--- config.mk ---
export PLATFORM = sky130hd
export DESIGN_NAME = wide_add_sequencer
export DESIGN_NICKNAME = d
export VERILOG_FILES = /design/src/rtl/wide_add_sequencer.sv
export SDC_FILE = /design/constraint.sdc
export NUM_CORES = 1
export LEC_CHECK = 0
export ABC_AREA = 1
export BUFFER_PORTS_ARGS = -buffer_cell sky130_fd_sc_hd__buf_2
export CORE_MARGIN = 8
export CORE_UTILIZATION = 35
export DETAILED_ROUTE_END_ITERATION = 16
export HOLD_SLACK_MARGIN = 0.05
export PLACE_DENSITY = 0.59
export SYNTH_ARGS = -nofsm -noshare
export SYNTH_HDL_FRONTEND = slang
export SYNTH_SLANG_ARGS = --single-unit
export TNS_END_PERCENT = 50
--- constraint.sdc ---
create_clock -name clk -period 4.8 [get_ports clk]
set_input_delay 0.24 -clock clk [delete_from_list [all_inputs] [get_ports clk]]
set_output_delay 0.24 -clock clk [all_outputs]
set_load 0.01 [all_outputs]
--- src/rtl/wide_add_sequencer.sv ---
// wide_add_sequencer: feeds a 16-bit prefix adder one word per cycle, LS word
// first. It chains the adder carry and assembles a W = 16*NUM_WORDS result
// with N/Z/C/V flags. The result is returned over a valid/ready handshake.
// Optional build macro ADDSEQ_PIPE_EN: when it is defined, a new request can be
// accepted in the same cycle that the current result is consumed, so the block
// goes from DONE straight back to RUN.
module wide_add_sequencer #(
    parameter int NUM_WORDS = 2,
    localparam int W = 16 * NUM_WORDS
) (
    input  logic         clk,
    input  logic         reset,
    input  logic         in_valid,
    output logic         in_ready,
    input  logic [1:0]   op,
    input  logic [W-1:0] a,
    input  logic [W-1:0] b,
    input  logic         cin_flag,
    output logic [15:0]  add_x,
    output logic [15:0]  add_y,
    output logic         add_c0,
    input  logic [15:0]  add_sum,
    input  logic         add_c16,
    output logic         out_valid,
    input  logic         out_ready,
    output logic [W-1:0] result,
    output logic         flag_n,
    output logic         flag_z,
    output logic         flag_c,
    output logic         flag_v
);

    localparam int KW = (NUM_WORDS > 1) ? $clog2(NUM_WORDS) : 1;
    localparam logic [KW-1:0] LAST_K = KW'(NUM_WORDS - 1);

    typedef enum logic [1:0] {
        ST_IDLE = 2'b00,
        ST_RUN  = 2'b01,
        ST_DONE = 2'b10
    } state_t;

    state_t        r_state;
    logic [KW-1:0] r_k;
    logic [W-1:0]  r_a_sh;      // remaining A words, next word in [15:0]
    logic [W-1:0]  r_y_sh;      // remaining effective-B words
    logic          r_a_msb;
    logic          r_y_msb;
    logic [15:0]   r_add_x;
    logic [15:0]   r_add_y;
    logic          r_add_c0;    // doubles as the inter-word carry register
    logic [W-1:0]  r_result;
    logic          r_flag_n;
    logic          r_flag_z;
    logic          r_flag_c;
    logic          r_flag_v;
    logic          r_out_valid;
    logic          r_in_ready;

    logic [W-1:0]  w_yeff;
    logic          w_c0_first;
    logic [W-1:0]  w_res_next;
    logic          w_accept;
    logic          w_pipe_ready;

    // Operand conditioning: SUB/SBC invert B; pick the word-0 carry-in per op
    always_comb begin
        w_yeff     = b;
        w_c0_first = 1'b0;
        case (op)
            2'b00:   begin w_yeff = b;  w_c0_first = 1'b0;     end
            2'b01:   begin w_yeff = ~b; w_c0_first = 1'b1;     end
            2'b10:   begin w_yeff = b;  w_c0_first = cin_flag; end
            2'b11:   begin w_yeff = ~b; w_c0_first = cin_flag; end
            default: begin w_yeff = b;  w_c0_first = 1'b0;     end
        endcase
    end

    // Result with the current adder word merged in at word position r_k
    always_comb begin
        w_res_next = r_result;
        w_res_next[{r_k, 4'b0000} +: 16] = add_sum;
    end

    // Request acceptance, including the same-cycle hand-off out of DONE
    always_comb begin
        w_accept     = 1'b0;
        w_pipe_ready = 1'b0;
`ifdef ADDSEQ_PIPE_EN
        if (r_state == ST_DONE) begin
            w_pipe_ready = out_ready;
            w_accept     = out_ready & in_valid;
        end else if (r_state == ST_IDLE) begin
            w_accept = in_valid;
        end else begin
            w_accept = 1'b0;
        end
`else
        if (r_state == ST_IDLE) begin
            w_accept = in_valid;
        end else begin
            w_accept = 1'b0;
        end
`endif
    end

    // Sequencer FSM: latch the request, step through the words, hold the result
    always_ff @(posedge clk) begin
        if (reset) begin
            r_state     <= ST_IDLE;
            r_k         <= {KW{1'b0}};
            r_a_sh      <= {W{1'b0}};
            r_y_sh      <= {W{1'b0}};
            r_a_msb     <= 1'b0;
            r_y_msb     <= 1'b0;
            r_add_x     <= 16'h0000;
            r_add_y     <= 16'h0000;
            r_add_c0    <= 1'b0;
            r_result    <= {W{1'b0}};
            r_flag_n    <= 1'b0;
            r_flag_z    <= 1'b0;
            r_flag_c    <= 1'b0;
            r_flag_v    <= 1'b0;
            r_out_valid <= 1'b0;
            r_in_ready  <= 1'b1;
        end else if (w_accept) begin
            // The word-0 operands go straight to the adder; the rest wait in the shifters
            r_add_x     <= a[15:0];
            r_add_y     <= w_yeff[15:0];
            r_add_c0    <= w_c0_first;
            r_a_sh      <= a >> 16;
            r_y_sh      <= w_yeff >> 16;
            r_a_msb     <= a[W-1];
            r_y_msb     <= w_yeff[W-1];
            r_k         <= {KW{1'b0}};
            r_state     <= ST_RUN;
            r_in_ready  <= 1'b0;
            r_out_valid <= 1'b0;
        end else begin
            case (r_state)
                ST_IDLE: begin
                    r_in_ready <= 1'b1;
                end
                ST_RUN: begin
                    r_result <= w_res_next;
                    r_k      <= r_k + KW'(1);
                    if (r_k == LAST_K) begin
                        r_flag_n    <= w_res_next[W-1];
                        r_flag_z    <= (w_res_next == {W{1'b0}});
                        r_flag_c    <= add_c16;
                        r_flag_v    <= (r_a_msb == r_y_msb) && (w_res_next[W-1] != r_a_msb);
                        r_add_x     <= 16'h0000;
                        r_add_y     <= 16'h0000;
                        r_add_c0    <= 1'b0;
                        r_out_valid <= 1'b1;
                        r_state     <= ST_DONE;
                    end else begin
                        r_add_x  <= r_a_sh[15:0];
                        r_add_y  <= r_y_sh[15:0];
                        r_add_c0 <= add_c16;
                        r_a_sh   <= r_a_sh >> 16;
                        r_y_sh   <= r_y_sh >> 16;
                    end
                end
                ST_DONE: begin
                    if (out_ready) begin
                        r_out_valid <= 1'b0;
                        r_in_ready  <= 1'b1;
                        r_state     <= ST_IDLE;
                    end else begin
                        r_out_valid <= 1'b1;
                    end
                end
                default: begin
                    r_state     <= ST_IDLE;
                    r_add_x     <= 16'h0000;
                    r_add_y     <= 16'h0000;
                    r_add_c0    <= 1'b0;
                    r_out_valid <= 1'b0;
                    r_in_ready  <= 1'b1;
                end
            endcase
        end
    end

    assign in_ready  = r_in_ready | w_pipe_ready;
    assign out_valid = r_out_valid;
    assign add_x     = r_add_x;
    assign add_y     = r_add_y;
    assign add_c0    = r_add_c0;
    assign result    = r_result;
    assign flag_n    = r_flag_n;
    assign flag_z    = r_flag_z;
    assign flag_c    = r_flag_c;
    assign flag_v    = r_flag_v;

endmodule

==> impl_metrics.tcl <==
set metrics [dict create \
    status "complete, no violations" \
    synth_edf_count 0 \
    synth_flop_cell "dfxtp_1" \
    drcViolationCount 0 \
    syn-cell-area_um2 4580 \
    cp_max_fo 49 \
    yosys-top-cells-area "dfxtp_1 47%, a21oi_1 10%, nand2_1 10%, o21ai_0 8.3%, inv_1 5.2%" \
    insertion_delay_ns 0.34 \
    cts_buffers 9 \
    crit_type "reg2reg" \
    drt-wirelength-per-cell_um 14.5 \
    netlist.area_leader.share 0.472 \
    firstDrtPassIters 6 \
    worstSetupEndpointType "flop" \
    critPathMaxStageDelay_ns 0.63 \
    vias 4414 \
    ioPinCount 159 \
    hp-class "in2reg" \
    peakVddDrop_mv 0.182 \
    diodes 0 \
    async_reset_ff_frac 0 \
    path_common_cell "inv_1" \
    initial_utilization 0.351 \
    place.gp.congestion 0.800 \
    power_density_nw_per_um2 474 \
    antenna_found_initial 0 \
    rows 42 \
    required_ns 5.03 \
    grt_pass1_vias 4349 \
    critPathSlowestCell "o21ai_4" \
    hold_buffers 0 \
    track_usage 0.159 \
    routed_via_density 4.75 \
    setup_viol 0 \
    ctsResizeCount 0 \
    grt_max_degree 64 \
    die_h_um 130 \
    design_area_um2 5740 \
    startpoint_type "flop" \
    grt_pass1_wl_um 21600 \
    die_area_um2 17000 \
    syn_nets 713 \
    drt-total-wl_um 13500 \
    yosysMostFrequentCell "nand2_1" \
    fmax_ghz 0.377 \
    ctsHtreeMaxLevel 3 \
    cts_tree "built" \
    ys_ff_latch 108 \
    core-area_um2 13000 \
    synth.distinct_cells 28 \
    overflow 0 \
    root_buffer "clkbuf_16" \
    drv_slew 0 \
    synth_top_cell_by_area "dfxtp_1" \
    hpwl_um 9660 \
    fin_crit_sh 0.552 \
    cts_sinks 108 \
    postCtsSetupRepairBufs 0 \
    setup_tns_ns 0 \
    syn_avg_cell_area_um2 7.36 \
    rsz0062_at_grt "no" \
    cts.clk_slew.worst_paths_ns 0.07 \
    placed_area_um2 5400 \
    port_buffers 158 \
    syn_inst 622 \
    relSlewSlack 0.217 \
    die_x_um 130 \
    detail_route.iter0.violations 252 \
    ys_top_cells_by_count "127 x nand2_1, 108 x dfxtp_1, 96 x a21oi_1" \
    hold_violations 0 \
    crit_chain "inv_1 -> ha_1 -> nand2_2 -> o21ai_4 -> inv_2 -> o21bai_1 -> inv_1" \
    yosys_warnings 0 \
    worst_pin_slew_ns 1.17 \
    seq_area_frac_synth 0.472 \
    finalCriticalPeriod_ns 2.65 \
    ant_nets 0 \
    drive_gt1_frac 0.241 \
    critPathArrivalTime_ns 2.88 \
    cts_buffer_depth 2 \
    final_nets 840 \
    leakagePower_uw 0.00270 \
    syn_to_final_growth_pct 25.2 \
    drv_cap 0 \
    finClkSkew_ns 0.00278 \
]
[sequential cells by signal, summed over array words and instances, names as in the netlist, 2 cells and up]
signal,count
result,32
r_state,2
r_y_sh,16
add_x,16
r_a_sh,16
add_y,16
[worst max-delay path: cells and delay by family, from the launching register on]
family | cells | cell delay (ns)
buffers and inverters | 3 | 0.56
DFF | 1 | 0.32
and+or+nand+nor | 1 | 0.47
adders and majority gates | 1 | 0.30
AOI/OAI and AO/OA | 2 | 0.88
[cell usage in the layout (no fill, tap or decap), types with 3 or more instances in the layout]
cell type  netlist  final
a21oi_1         96     96
a31oi_1         16     16
buf_2           16    158
clkbuf_16        0      9
clkbuf_8         0      3
dfxtp_1        108    108
ha_1             3      3
inv_1           63     63
inv_2            3      3
nand2_1        127    127
nand3_1         36     36
nor2_1          18     18
nor3_1           3      3
o211ai_1        15     15
o21ai_0         76     76
[stage by stage]
stage	util	power, µW	setup slack, ns	hold slack [ns]	std cells
6_report	0.440	2720	2.15	0.156	930
5_1_grt	0.440	2900	1.90	0.144	930
4_1_cts	0.440	2750	2.12	0.140	930
2_1_floorplan	-	1670	3.31	0.375	622
3_3_place_gp	0.414	1900	2.26	0.449	914
3_5_place_dp	0.414	1920	2.15	0.456	914
[final cells by class]
type                            instances  area (µm²)
Sequential cell                       108        2160
Multi-Input combinational cell        404        1970
Tap cell                              176         220
Clock inverter                          3        67.6
Inverter                               67         251
Clock buffer                           13         270
Fill cell                            1364        7300
Timing Repair Buffer                  159         798
[kinds of logic (layout without fill, tap and decap cells)]
kind of cell	after synthesis	after routing	share of synthesized area
AO/OA/AOI/OAI	211	211	0.248
XOR/XNOR	2	2	0.00382
adder cells (fa/ha/maj)	3	3	0.00820
buffers and inverters	110	242	0.100
flip-flops	108	108	0.472
AND/OR/NAND/NOR	188	188	0.168
[where the power goes]
group | internal [µW] | switching [µW]
logic | 260 | 500
registers | 1050 | 88.0
clock network | 501 | 323
total | 1810 | 911
[layer usage]
| metal | vias up | GRT usage | share of wire |
|---|---|---|---|
| met1 | 1941 | 0.205 | 0.46 |
| met5 | - | 0 | 0 |
| met2 | 140 | 0.243 | 0.43 |
| met3 | 15 | 0.0552 | 0.086 |
| li1 | 2318 | - | - |
| met4 | 0 | 0.0581 | 0.016 |
[worst paths after layout]
path                        endpoint  cells past startpoint  slack (ns)                     from
max           add_y[15]$_SDFFE_PP0P_                      7        2.15  r_state[0]$_SDFFE_PP0P_
min           r_a_sh[6]$_SDFFE_PP0P_                      3        0.16                    a[22]
max reg2reg   add_y[15]$_SDFFE_PP0P_                      7        2.15  r_state[0]$_SDFFE_PP0P_
min reg2reg  r_a_sh[12]$_SDFFE_PP0P_                      2        0.46  r_a_sh[12]$_SDFFE_PP0P_
Note: power is estimated with default switching activity, not from simulation.
